[src/rtl/addr_unit.sv]
// addr_unit: address-generation stage between the LS reservation station and
// the memory side. Computes vj+a, keeps ops in program order in a small FIFO,
// and drains the head to the load buffer (loads) or the ROB (store addresses).

`ifndef NOP
`define NOP 6'd0
`endif
`ifndef LB
`define LB  6'd11
`endif
`ifndef LHU
`define LHU 6'd15
`endif
`ifndef SB
`define SB  6'd16
`endif
`ifndef SW
`define SW  6'd18
`endif

module addr_unit #(
    parameter int ID_WIDTH  = 32,
    parameter int ROB_WIDTH = 4,
    parameter int OP_WIDTH  = 6,
    parameter int DEPTH     = 4
) (
    input  logic                 clk_in,
    input  logic                 rst_in,
    input  logic                 rdy_in,
    output logic                 addrunit_rdy_out,
    input  logic [ID_WIDTH-1:0]  rs_addrunit_a_in,
    input  logic [ID_WIDTH-1:0]  rs_addrunit_vj_in,
    input  logic [ROB_WIDTH-1:0] rs_addrunit_dest_in,
    input  logic [OP_WIDTH-1:0]  rs_addrunit_opcode_in,
    input  logic                 rob_addrunit_rst_in,
    input  logic                 lbuffer_addrunit_rdy_in,
    output logic                 addrunit_lbuffer_en_out,
    output logic [ID_WIDTH-1:0]  addrunit_lbuffer_addr_out,
    output logic [ROB_WIDTH-1:0] addrunit_lbuffer_dest_out,
    output logic [OP_WIDTH-1:0]  addrunit_lbuffer_op_out,
    output logic                 addrunit_rob_en_out,
    output logic [ROB_WIDTH-1:0] addrunit_rob_h_out,
    output logic [ID_WIDTH-1:0]  addrunit_rob_addr_out,
    output logic [OP_WIDTH-1:0]  addrunit_rob_op_out
);

    localparam int PTR_W = (DEPTH > 1) ? $clog2(DEPTH) : 1;
    localparam int CNT_W = PTR_W + 1;
    localparam logic [CNT_W-1:0] FULL_CNT = CNT_W'(DEPTH);
    localparam logic [CNT_W-1:0] RDY_LIM  = CNT_W'(DEPTH - 2);
    localparam logic [OP_WIDTH-1:0] OP_NOP = OP_WIDTH'(`NOP);
    localparam logic [OP_WIDTH-1:0] OP_LB  = OP_WIDTH'(`LB);
    localparam logic [OP_WIDTH-1:0] OP_LHU = OP_WIDTH'(`LHU);
    localparam logic [OP_WIDTH-1:0] OP_SB  = OP_WIDTH'(`SB);
    localparam logic [OP_WIDTH-1:0] OP_SW  = OP_WIDTH'(`SW);

    // opcode class decode
    function automatic logic is_load(input logic [OP_WIDTH-1:0] op);
        return (op >= OP_LB) && (op <= OP_LHU);
    endfunction

    function automatic logic is_store(input logic [OP_WIDTH-1:0] op);
        return (op >= OP_SB) && (op <= OP_SW);
    endfunction

    logic [ID_WIDTH-1:0]  addr_mem_r [DEPTH];
    logic [ROB_WIDTH-1:0] dest_mem_r [DEPTH];
    logic [OP_WIDTH-1:0]  op_mem_r   [DEPTH];
    logic [PTR_W-1:0]     head_r;
    logic [PTR_W-1:0]     tail_r;
    logic [CNT_W-1:0]     count_r;

    logic                 head_valid_s;
    logic                 head_load_s;
    logic                 pop_s;
    logic                 pop_load_s;
    logic                 pop_store_s;
    logic                 push_s;
    logic [CNT_W-1:0]     count_next_s;
    logic [ID_WIDTH-1:0]  eff_addr_s;

    // head pop / tail push decisions for the normal (non-frozen, non-flush) path
    always_comb begin
        head_valid_s = 1'b0;
        head_load_s  = 1'b0;
        pop_load_s   = 1'b0;
        pop_store_s  = 1'b0;
        pop_s        = 1'b0;
        push_s       = 1'b0;
        count_next_s = count_r;
        eff_addr_s   = rs_addrunit_vj_in + rs_addrunit_a_in;

        head_valid_s = (count_r != {CNT_W{1'b0}});
        head_load_s  = is_load(op_mem_r[head_r]);
        if (head_valid_s) begin
            // a stalled load also blocks every store queued behind it
            if (head_load_s) begin
                pop_load_s = lbuffer_addrunit_rdy_in;
            end else begin
                pop_store_s = 1'b1;
            end
        end else begin
            pop_load_s  = 1'b0;
            pop_store_s = 1'b0;
        end
        pop_s = pop_load_s | pop_store_s;

        if (is_load(rs_addrunit_opcode_in) || is_store(rs_addrunit_opcode_in)) begin
            // full FIFO accepts only when the head leaves in the same cycle
            push_s = (count_r != FULL_CNT) || pop_s;
        end else begin
            push_s = 1'b0;
        end

        case ({push_s, pop_s})
            2'b10:   count_next_s = count_r + CNT_W'(1);
            2'b01:   count_next_s = count_r - CNT_W'(1);
            default: count_next_s = count_r;
        endcase
    end

    // FIFO state and registered outputs: reset, freeze, flush, then enqueue/dequeue
    always_ff @(posedge clk_in) begin
        if (rst_in) begin
            for (int i = 0; i < DEPTH; i++) begin
                addr_mem_r[i] <= {ID_WIDTH{1'b0}};
                dest_mem_r[i] <= {ROB_WIDTH{1'b0}};
                op_mem_r[i]   <= OP_NOP;
            end
            head_r                    <= {PTR_W{1'b0}};
            tail_r                    <= {PTR_W{1'b0}};
            count_r                   <= {CNT_W{1'b0}};
            addrunit_rdy_out          <= 1'b1;
            addrunit_lbuffer_en_out   <= 1'b0;
            addrunit_lbuffer_addr_out <= {ID_WIDTH{1'b0}};
            addrunit_lbuffer_dest_out <= {ROB_WIDTH{1'b0}};
            addrunit_lbuffer_op_out   <= OP_NOP;
            addrunit_rob_en_out       <= 1'b0;
            addrunit_rob_h_out        <= {ROB_WIDTH{1'b0}};
            addrunit_rob_addr_out     <= {ID_WIDTH{1'b0}};
            addrunit_rob_op_out       <= OP_NOP;
        end else if (!rdy_in) begin
            addrunit_lbuffer_en_out <= 1'b0;
            addrunit_rob_en_out     <= 1'b0;
        end else if (rob_addrunit_rst_in) begin
            head_r                  <= {PTR_W{1'b0}};
            tail_r                  <= {PTR_W{1'b0}};
            count_r                 <= {CNT_W{1'b0}};
            addrunit_rdy_out        <= 1'b1;
            addrunit_lbuffer_en_out <= 1'b0;
            addrunit_rob_en_out     <= 1'b0;
        end else begin
            addrunit_lbuffer_en_out <= pop_load_s;
            addrunit_rob_en_out     <= pop_store_s;
            if (pop_load_s) begin
                addrunit_lbuffer_addr_out <= addr_mem_r[head_r];
                addrunit_lbuffer_dest_out <= dest_mem_r[head_r];
                addrunit_lbuffer_op_out   <= op_mem_r[head_r];
            end
            if (pop_store_s) begin
                addrunit_rob_addr_out <= addr_mem_r[head_r];
                addrunit_rob_h_out    <= dest_mem_r[head_r];
                addrunit_rob_op_out   <= op_mem_r[head_r];
            end
            if (pop_s) begin
                head_r <= head_r + PTR_W'(1);
            end
            if (push_s) begin
                addr_mem_r[tail_r] <= eff_addr_s;
                dest_mem_r[tail_r] <= rs_addrunit_dest_in;
                op_mem_r[tail_r]   <= rs_addrunit_opcode_in;
                tail_r             <= tail_r + PTR_W'(1);
            end
            count_r          <= count_next_s;
            // one slot of slack: RS may already be issuing when it sees rdy drop
            addrunit_rdy_out <= (count_next_s <= RDY_LIM);
        end
    end

endmodule

[config.mk]
export PLATFORM = sky130hd
export DESIGN_NAME = addr_unit
export DESIGN_NICKNAME = d
export VERILOG_FILES = /design/src/rtl/addr_unit.sv
export SDC_FILE = /design/constraint.sdc
export NUM_CORES = 1
export LEC_CHECK = 0
export CORE_MARGIN = 1.5
export CORE_UTILIZATION = 59
export DETAILED_ROUTE_END_ITERATION = 10
export GPL_ROUTABILITY_DRIVEN = 0
export HOLD_SLACK_MARGIN = 0.1
export PLACE_DENSITY_LB_ADDON = 0.25
export RECOVER_POWER = 50
export SLEW_MARGIN = 20
export SYNTH_ARGS = -nofsm -noshare
export SYNTH_HDL_FRONTEND = slang
export SYNTH_SLANG_ARGS = --single-unit
[constraint.sdc]
create_clock -name clk_in -period 6.7 [get_ports clk_in]
set_input_delay 1.34 -clock clk_in [delete_from_list [all_inputs] [get_ports clk_in]]
set_output_delay 1.34 -clock clk_in [all_outputs]
set_load 0.005 [all_outputs]
# Word-level counts from Yosys, hierarchy flattened
# Memory sizes are Yosys's and may differ from the RTL's. A register that Yosys moved wholly into a read port is not among the register bits.
# Cells that the tools add are included.
# op_classes
addsub,5
order_cmp,7
eq_ne,3
muxes,34
n_bitwise,3
n_reduce_logical,16
# ops
operator,n
32-bit adder,1
32-bit 2-to-1 mux,1
32-bit OR reduction,1
2-bit 2-to-1 mux,13
1-bit 2-to-1 mux,16
"6-bit by 4-bit greater-or-equal comparator with 1-bit output, second input constant",2
"6-bit by 4-bit <= comparator with 1-bit output, second input constant",2
"6-bit by 5-bit greater-or-equal comparator with 1-bit output, second input constant",1
"6-bit by 5-bit <= comparator with 1-bit output, second input constant",1
6-bit 2-to-1 mux,1
3-bit case mux with 2 select lines,1
3-bit AND reduction,2
6-bit OR reduction,1
"2-bit by 1-bit adder with 2-bit output, second input constant",2
4-bit 2-to-1 mux,1
2-bit AND reduction,2
2-bit nonzero test,2
4-bit OR reduction,1
"3-bit by 1-bit adder with 3-bit output, second input constant",1
"3-bit by 2-bit <= comparator with 1-bit output, second input constant",1
1-bit logical AND,3
3-bit 2-to-1 mux,1
"3-bit inequality test, second input constant",1
3-bit nonzero test,1
7 further kinds,9
# word_totals
regBits,94
ramBits,168
input_bits,79
out_inout_bits,87
wordCells,83
n_memories,3
# memory_table
memory,depth,word_bits,read_ports,rd_ports_with_merged_regs,wr,line_no,rtl
addr_mem_r,4,32,1,1,4,66,logic [ID_WIDTH-1:0] addr_mem_r [DEPTH];
op_mem_r,4,6,1,1,4,68,logic [OP_WIDTH-1:0] op_mem_r [DEPTH];
dest_mem_r,4,4,1,1,4,67,logic [ROB_WIDTH-1:0] dest_mem_r [DEPTH];

# Depth between registers and ports, before layout
# Gate-level depths: netlist (run 1).
# depth
depth_word,14
depth_mapped,12
ltp_nobuf,11

# Worst setup path before layout (run 1)
# No wires, ideal clock.
# synth_timing
path_type,input port to flip-flop
start,input rs_addrunit_opcode_in[1]
end,memory addr_mem_r[0][0] (enable)
setup_time_ns,0.406
t_arrival_ns,4.022
required_time_ns,6.294
slack_ns,2.272
cell_stages,9
path_buffers,0
path_cell_list,a21oi_1 > or3b_2 > a21oi_1 > inv_1 > a31oi_4 > nand2_1 > nor2_2 > nand2_1 > nand2b_1
# synth_rtl
item,line_no,rtl
"start, declared",34,"input logic [OP_WIDTH-1:0] rs_addrunit_opcode_in,"
"end, declared",66,

==> results of run 1 <==
## layout make-up
type | count | area (µm²) | share of cell area
sequential | 264 | 6970 | 0.477
inverter | 34 | 128 | 0.00874
timing repair buffer | 181 | 1760 | 0.120
tap | 265 | 332 | 0.0227
clock inverter | 7 | 65.1 | 0.00445
clock buffer | 40 | 727 | 0.0498
multi-input combinational | 736 | 4630 | 0.317
## critical path, delay by kind of cell
family                 cells  cell delay (ps)
buffers and inverters      4             1670
and+or+nand+nor            5             1610
AOI/OAI and AO/OA          3              870
## layout by cell type, fill, tap and decap left out, types with 3 or more instances in the layout
| cell | n |
|---|---|
| o21ai_0 | 15 |
| and2_1 | 11 |
| and3_1 | 3 |
| nand3_1 | 11 |
| a31oi_1 | 3 |
| xnor2_1 | 8 |
| a22oi_1 | 3 |
| o41ai_1 | 3 |
| o21a_1 | 4 |
| clkbuf_16 | 27 |
| edfxtp_1 | 168 |
| nor3b_1 | 4 |
| a21o_1 | 18 |
| mux4_2 | 42 |
| nor3_1 | 15 |
| clkdlybuf4s50_1 | 77 |
| nor2_1 | 147 |
| nand2b_2 | 3 |
| or3_1 | 14 |
| ha_1 | 31 |
| or2_2 | 4 |
| clkbuf_1 | 17 |
| dfxtp_1 | 95 |
| nand4_1 | 5 |
| a21oi_1 | 113 |
| nand2_1 | 205 |
| nand2b_1 | 4 |
| xor2_1 | 19 |
| conb_1 | 4 |
| o21bai_1 | 3 |
| inv_1 | 34 |
| o31ai_1 | 3 |
| dlygate4sd3_1 | 87 |
| nand3b_1 | 4 |
| buf_4 | 10 |
| a211oi_1 | 3 |
## flip-flops by register name (all words and copies together), names as in the netlist, 6 cells and up, named ones only
name                       cells
addrunit_lbuffer_addr_out     32
addrunit_rob_op_out            6
addrunit_rob_addr_out         32
addr_mem_r                   128
dest_mem_r                    16
addrunit_lbuffer_op_out        6
op_mem_r                      24
## synth_stat cells, types with 3 or more instances
library cell	number
nand2_1	205
edfxtp_1	168
nor2_1	147
a21oi_1	113
dfxtp_1	96
clkbuf_1	49
mux4_2	42
inv_1	34
ha_1	31
xor2_1	19
a21o_1	18
nor3_1	15
o21ai_0	15
or3_1	14
and2_1	12
nand3_1	11
buf_2	10
xnor2_1	8
nand2b_1	7
nand4_1	5
nand3b_1	4
nor3b_1	4
o21a_1	4
or2_2	4
a211oi_1	3
a22oi_1	3
and3_1	3
o21bai_1	3
o31ai_1	3
o41ai_1	3
or2_1	3
## per-stage QoR
step | power (mW) | area (µm²) | util
finish | 3.49 | 14600 | 0.741
CTS | 3.48 | 14700 | 0.744
detailed placement | 2.14 | 13900 | 0.703
global route | 3.59 | 14600 | 0.741
floorplan | 2.01 | 12000 | -
global placement | 2.13 | 13900 | 0.703
## worst paths after layout
path	from	end	cells past startpoint
max	rs_addrunit_opcode_in[1]	dest_mem_r[1][1]	12
min	addrunit_lbuffer_addr_out[0]	addrunit_lbuffer_addr_out[0]	2
max reg2reg	register	dest_mem_r[1][1]	11
min reg2reg	addrunit_lbuffer_addr_out[0]	addrunit_lbuffer_addr_out[0]	2
## power by group through the flow
stage,Combinational [mW],Sequential [mW],Clock (mW)
final,0.325,1.79,1.38
after global routing,0.349,1.79,1.45
after CTS,0.322,1.79,1.38
after detailed placement,0.319,1.82,0
after global placement,0.313,1.82,0
after floorplan,0.195,1.81,0
## kinds of logic after synthesis
logic type | after synthesis | synth area share
xor gates and xnor gates | 27 | 0.0197
buffers and inverters | 97 | 0.0330
adders and majority gates | 33 | 0.0357
AOI/OAI and AO/OA | 187 | 0.0936
DFF | 264 | 0.581
other | 1 | 0.000313
and+or+nand+nor | 442 | 0.157
muxes | 43 | 0.0801
## routing by layer
layer  global-route usage  wire [µm]  up-vias
met5                    0          0        -
met4               0.0760        764        0
met3               0.0439       2700       62
met2                0.452      14100      519
met1                0.385      11600     4216
li1                     -          -     4142
==> impl_metrics.env, run 1 <==
export IMPL_status="finished with violations"
export IMPL_violations="capacitance limit, slew limit"
export IMPL_tightestPinTransition_ps=2120
export IMPL_grt_max_degree=74
export IMPL_arrival_ps=5510
export IMPL_die_height_um=146
export IMPL_switching_share=0.230
export IMPL_synth_edf_count=168
export IMPL_netlist_area_mm2=0.0120
export IMPL_leakagePower_nw=5.66
export IMPL_avgSynthCellArea_um2=11.0
export IMPL_min_period_ps=5310
export IMPL_vias_per_cell=5.85
export IMPL_cts_buffers=26
export IMPL_layout_worst_path_cycle_share=0.793
export IMPL_coreArea_mm2=0.0197
export IMPL_synth_main_ff_cell="edfxtp_1"
export IMPL_antennaDiodeCount=0
export IMPL_cts_root_buf="clkbuf_16"
export IMPL_hold_viol_final=0
export IMPL_yosys_area_top_type="edfxtp_1"
export IMPL_cap_viol_max_count=4
export IMPL_yosys_warnings=0
export IMPL_max_freq_ghz=0.188
export IMPL_place_ws_ps=1520
export IMPL_io_pins=166
export IMPL_seqPwrFrac=0.512
export IMPL_drc=0
export IMPL_nNetsFinal=1355
export IMPL_final_setup_tns_ps=0
export IMPL_powerDensity_mw_per_mm2=239
export IMPL_cts_max_path_buffers=3
export IMPL_grt_pass1_vias=8531
export IMPL_first_pass_iters=6
export IMPL_fp_dieArea_mm2=0.0212
export IMPL_rsz0062_at_grt="no"
export IMPL_pwr_share_comb=0.093
export IMPL_fin_skew_ps=12.5
export IMPL_drt_initial_drc_count=946
export IMPL_grt_usage=0.275
export IMPL_p_int_mw=2.69
export IMPL_cts_sinks=264
export IMPL_hp_class="reg2reg"
export IMPL_holdBufCountCts=0
export IMPL_syn_inst=1094
export IMPL_seq_area_frac_synth=0.581
export IMPL_ctsResizeCount=0
export IMPL_overflow=0
export IMPL_port_buffers=165
export IMPL_cp_common_cell="a21oi_1"
export IMPL_fillCellCount=1313
export IMPL_slew_viol_final=142
export IMPL_initial_utilization=0.608
export IMPL_instances_no_fill=1527
export IMPL_clock_power_share=0.395
export IMPL_crit_path_max_fanout=21
export IMPL_required_ps=6890
export IMPL_synthToLayoutAreaGrowth_pct=21.8
export IMPL_clkTransAtPathRegs_ps=60
export IMPL_cts_htree_levels=1
export IMPL_critical_path_class="in2reg"
export IMPL_chipWidth_um=146
export IMPL_drt_antenna_violating_nets=0
export IMPL_vias=8939
export IMPL_end_kind="register"
export IMPL_antenna_found_initial=0
export IMPL_setup_viol=0
export IMPL_wl_per_cell_um=19.1
export IMPL_insertion_delay_ps=530
export IMPL_ir_drop_mv=0.195
export IMPL_critPathMaxStageDelay_ps=680
export IMPL_synthTopCellsByArea="edfxtp_1 (42%), dfxtp_1 (16%), mux4_2 (7.9%)"
export IMPL_path_cells="clkdlybuf4s50_1 -> a21oi_1 -> or3b_2 -> a21oi_1 -> inv_1 -> a31oi_1 -> nand2_1 -> nor2_2 -> clkbuf_1 -> nand3b_1 -> nand2b_2 -> buf_4"
export IMPL_grt_pass1_wl_mm=46.3
export IMPL_synth_seq_cells=264
export IMPL_drive_gt1_frac=0.0808
export IMPL_num_rows=51
export IMPL_cpMaxStageDelayCell="clkbuf_1"
export IMPL_slew_headroom=-0.416
export IMPL_post_cts_buffers=0
export IMPL_r2r_slack_ps=1400
export IMPL_cp_start_kind="input port"
export IMPL_cts_tree="yes"
export IMPL_dp_cells=1480
export IMPL_worst_slack_ps=1390
export IMPL_p_sw_mw=0.802
export IMPL_routed_wl_mm=29.2
export IMPL_synth_top_cell_area_share=0.421
export IMPL_yosysUniqueCellTypes=61
export IMPL_synthArstFlopShare=0
export IMPL_dp_hpwl_mm=20.0
export IMPL_timing_hold_ws_ps=450
Note: power is estimated with default switching activity, not from simulation.
==> inputs of run 2 (changes only) <==
- CORE_UTILIZATION: 59 -> 50
- clock period: 6.7 -> 4.4 ns (I/O delays scaled with it)
==> run 2 against run 1 <==
Effect of this change:
- sequential power grew 52%
- sequential share of layout area shrank 0.74 points
- largest cell class unchanged
- register-to-register slack lost 870 ps
- the flow still finishes with violations (capacitance limit, slew limit)
- routed wire length shrank 2.5%
- global-route usage shrank 4.1 points
- combinational power grew 53%
- sequential cell count is the same
- clock skew shrank 4.2 ps
- via count shrank 2.9%
==> impl_metrics.env, run 2 (synthesis results as in run 1) <==
export IMPL_port_buffers=165
export IMPL_synthToLayoutAreaGrowth_pct=23.7
export IMPL_hp_start="addrunit_lbuffer_addr_out[14]"
export IMPL_drt_initial_drc_count=657
export IMPL_violations="capacitance limit, slew limit"
export IMPL_top_regs="addr_mem_r (128), addrunit_lbuffer_addr_out (32), addrunit_rob_addr_out (32)"
export IMPL_slew_viol_final=32
export IMPL_insertion_delay_ps=530
export IMPL_crit_path_max_fanout=31
export IMPL_final_setup_tns_ps=0
export IMPL_initial_utilization=0.511
export IMPL_regArea_mm2=0.00697
export IMPL_coreArea_mm2=0.0235
export IMPL_slew_headroom=-0.0382
export IMPL_ir_drop_mv=0.231
export IMPL_largest_reg_flops=128
export IMPL_drt_antenna_violating_nets=0
export IMPL_clkTransAtPathRegs_ps=70
export IMPL_layout_worst_path_cycle_share=0.879
export IMPL_leakagePower_nw=5.75
export IMPL_place_ws_ps=129
export IMPL_final_area_mm2=0.0148
export IMPL_fin_total_pwr_mw=5.36
export IMPL_vias=8682
export IMPL_cts_tree="yes"
export IMPL_holdBufCountCts=0
export IMPL_required_ps=4850
export IMPL_wl_per_cell_um=17.9
export IMPL_grt_max_degree=100
export IMPL_cts_htree_levels=1
export IMPL_place_area_mm2=0.0140
export IMPL_fillCellCount=1898
export IMPL_powerDensity_mw_per_mm2=362
export IMPL_hold_viol_final=0
export IMPL_layout_commonest_cell="nand2_1"
export IMPL_critical_path_class="reg2reg"
export IMPL_io_pins=166
export IMPL_cts_root_buf="clkbuf_16"
export IMPL_drive_gt1_frac=0.100
export IMPL_hp_class="reg2reg"
export IMPL_grt_usage=0.235
export IMPL_cp_start_kind="register"
export IMPL_post_cts_buffers=0
export IMPL_setup_viol=0
export IMPL_status="finished with violations"
export IMPL_arrival_ps=4310
export IMPL_die_height_um=158
export IMPL_end_kind="register"
export IMPL_first_pass_iters=5
export IMPL_mostFrequentLayoutCells="nand2_1 (205), edfxtp_1 (168), nor2_1 (148)"
export IMPL_nNetsFinal=1368
export IMPL_vias_per_cell=5.45
export IMPL_top_register="addr_mem_r"
export IMPL_fp_dieArea_mm2=0.0249
export IMPL_cap_viol_max_count=1
export IMPL_fin_skew_ps=8.30
export IMPL_worst_slack_ps=534
export IMPL_grt_pass1_wl_mm=44.9
export IMPL_rsz0062_at_grt="no"
export IMPL_cts_sinks=264
export IMPL_grt_pass1_vias=8299
export IMPL_tightestPinTransition_ps=1560
export IMPL_chipWidth_um=158
export IMPL_drc=0
export IMPL_max_freq_ghz=0.259
export IMPL_cts_buffers=25
export IMPL_overflow=0
export IMPL_ctsResizeCount=0
export IMPL_min_period_ps=3870
export IMPL_multi_input_area_mm2=0.00465
export IMPL_num_rows=56
export IMPL_antenna_found_initial=0
export IMPL_cts_max_path_buffers=3
export IMPL_routed_wl_mm=28.5
export IMPL_antennaDiodeCount=0
export IMPL_dp_hpwl_mm=18.9
[run 2: cell count changes in the layout (fill, tap and decap cells not counted), moves of 2 or more]
| cell | before | now |
|---|---|---|
| clkinv_2 | 2 | 4 |
| clkbuf_8 | 0 | 5 |
| clkbuf_16 | 27 | 25 |
| clkbuf_1 | 17 | 6 |
| clkbuf_2 | 2 | 6 |
| buf_4 | 10 | 23 |
[run 2: where the power goes]
| part | total, mW | switching (mW) | internal, mW |
|---|---|---|---|
| sequential | 2.72 | 0.0205 | 2.70 |
| combinational | 0.497 | 0.289 | 0.208 |
| clock | 2.15 | 0.901 | 1.25 |
| total | 5.36 | 1.21 | 4.15 |
[run 2: path summary, 6_finish.rpt]
kind                                                      end  slack (ps)  cells after the start
worst max-delay path            addrunit_lbuffer_addr_out[16]         530                      6
worst min-delay path            addrunit_lbuffer_addr_out[14]         450                      2
worst max register to register  addrunit_lbuffer_addr_out[16]         530                      6
worst min register to register  addrunit_lbuffer_addr_out[14]         450                      2
[run 2: worst max-delay path, cell delays in order, from the launching register on]
cell	delay, ps
dfxtp_1	700
mux4_2	620
nor4b_1	690
and3_1	290
clkbuf_1	1130
nand2_1	160
a21oi_1	180
[run 2: final cells by class]
cell class | instances | share of cell area
Multi-Input combinational cell | 736 | 0.313
Tap cell | 319 | 0.0269
Clock buffer | 35 | 0.0481
Timing Repair Buffer | 195 | 0.126
Sequential cell | 264 | 0.470
Inverter | 34 | 0.00860
Clock inverter | 11 | 0.00725
[run 2: per-layer routing]
| layer | wire, µm | vias up | part of all wire | global-route usage |
|---|---|---|---|---|
| met5 | 0 | - | 0 | 0 |
| li1 | - | 4179 | - | - |
| met3 | 1760 | 36 | 0.062 | 0.0252 |
| met4 | 431 | 0 | 0.015 | 0.0575 |
| met1 | 12500 | 4159 | 0.44 | 0.326 |
| met2 | 13800 | 308 | 0.48 | 0.395 |
[run 2: stage by stage]
step	hold slack, ps	cells	util
after floorplan	453	1097	-
after global placement	443	1548	0.598
after detailed placement	446	1548	0.598
after CTS	455	1594	0.633
after global routing	467	1594	0.632
final	451	1594	0.632
==> inputs of run 3 (changes only) <==
- HOLD_SLACK_MARGIN: 0.1 -> not set
- SKIP_LAST_GASP: not set -> 1
==> results of run 3 <==
No change in the layout: final DEF, timing and power equal those of run 2.
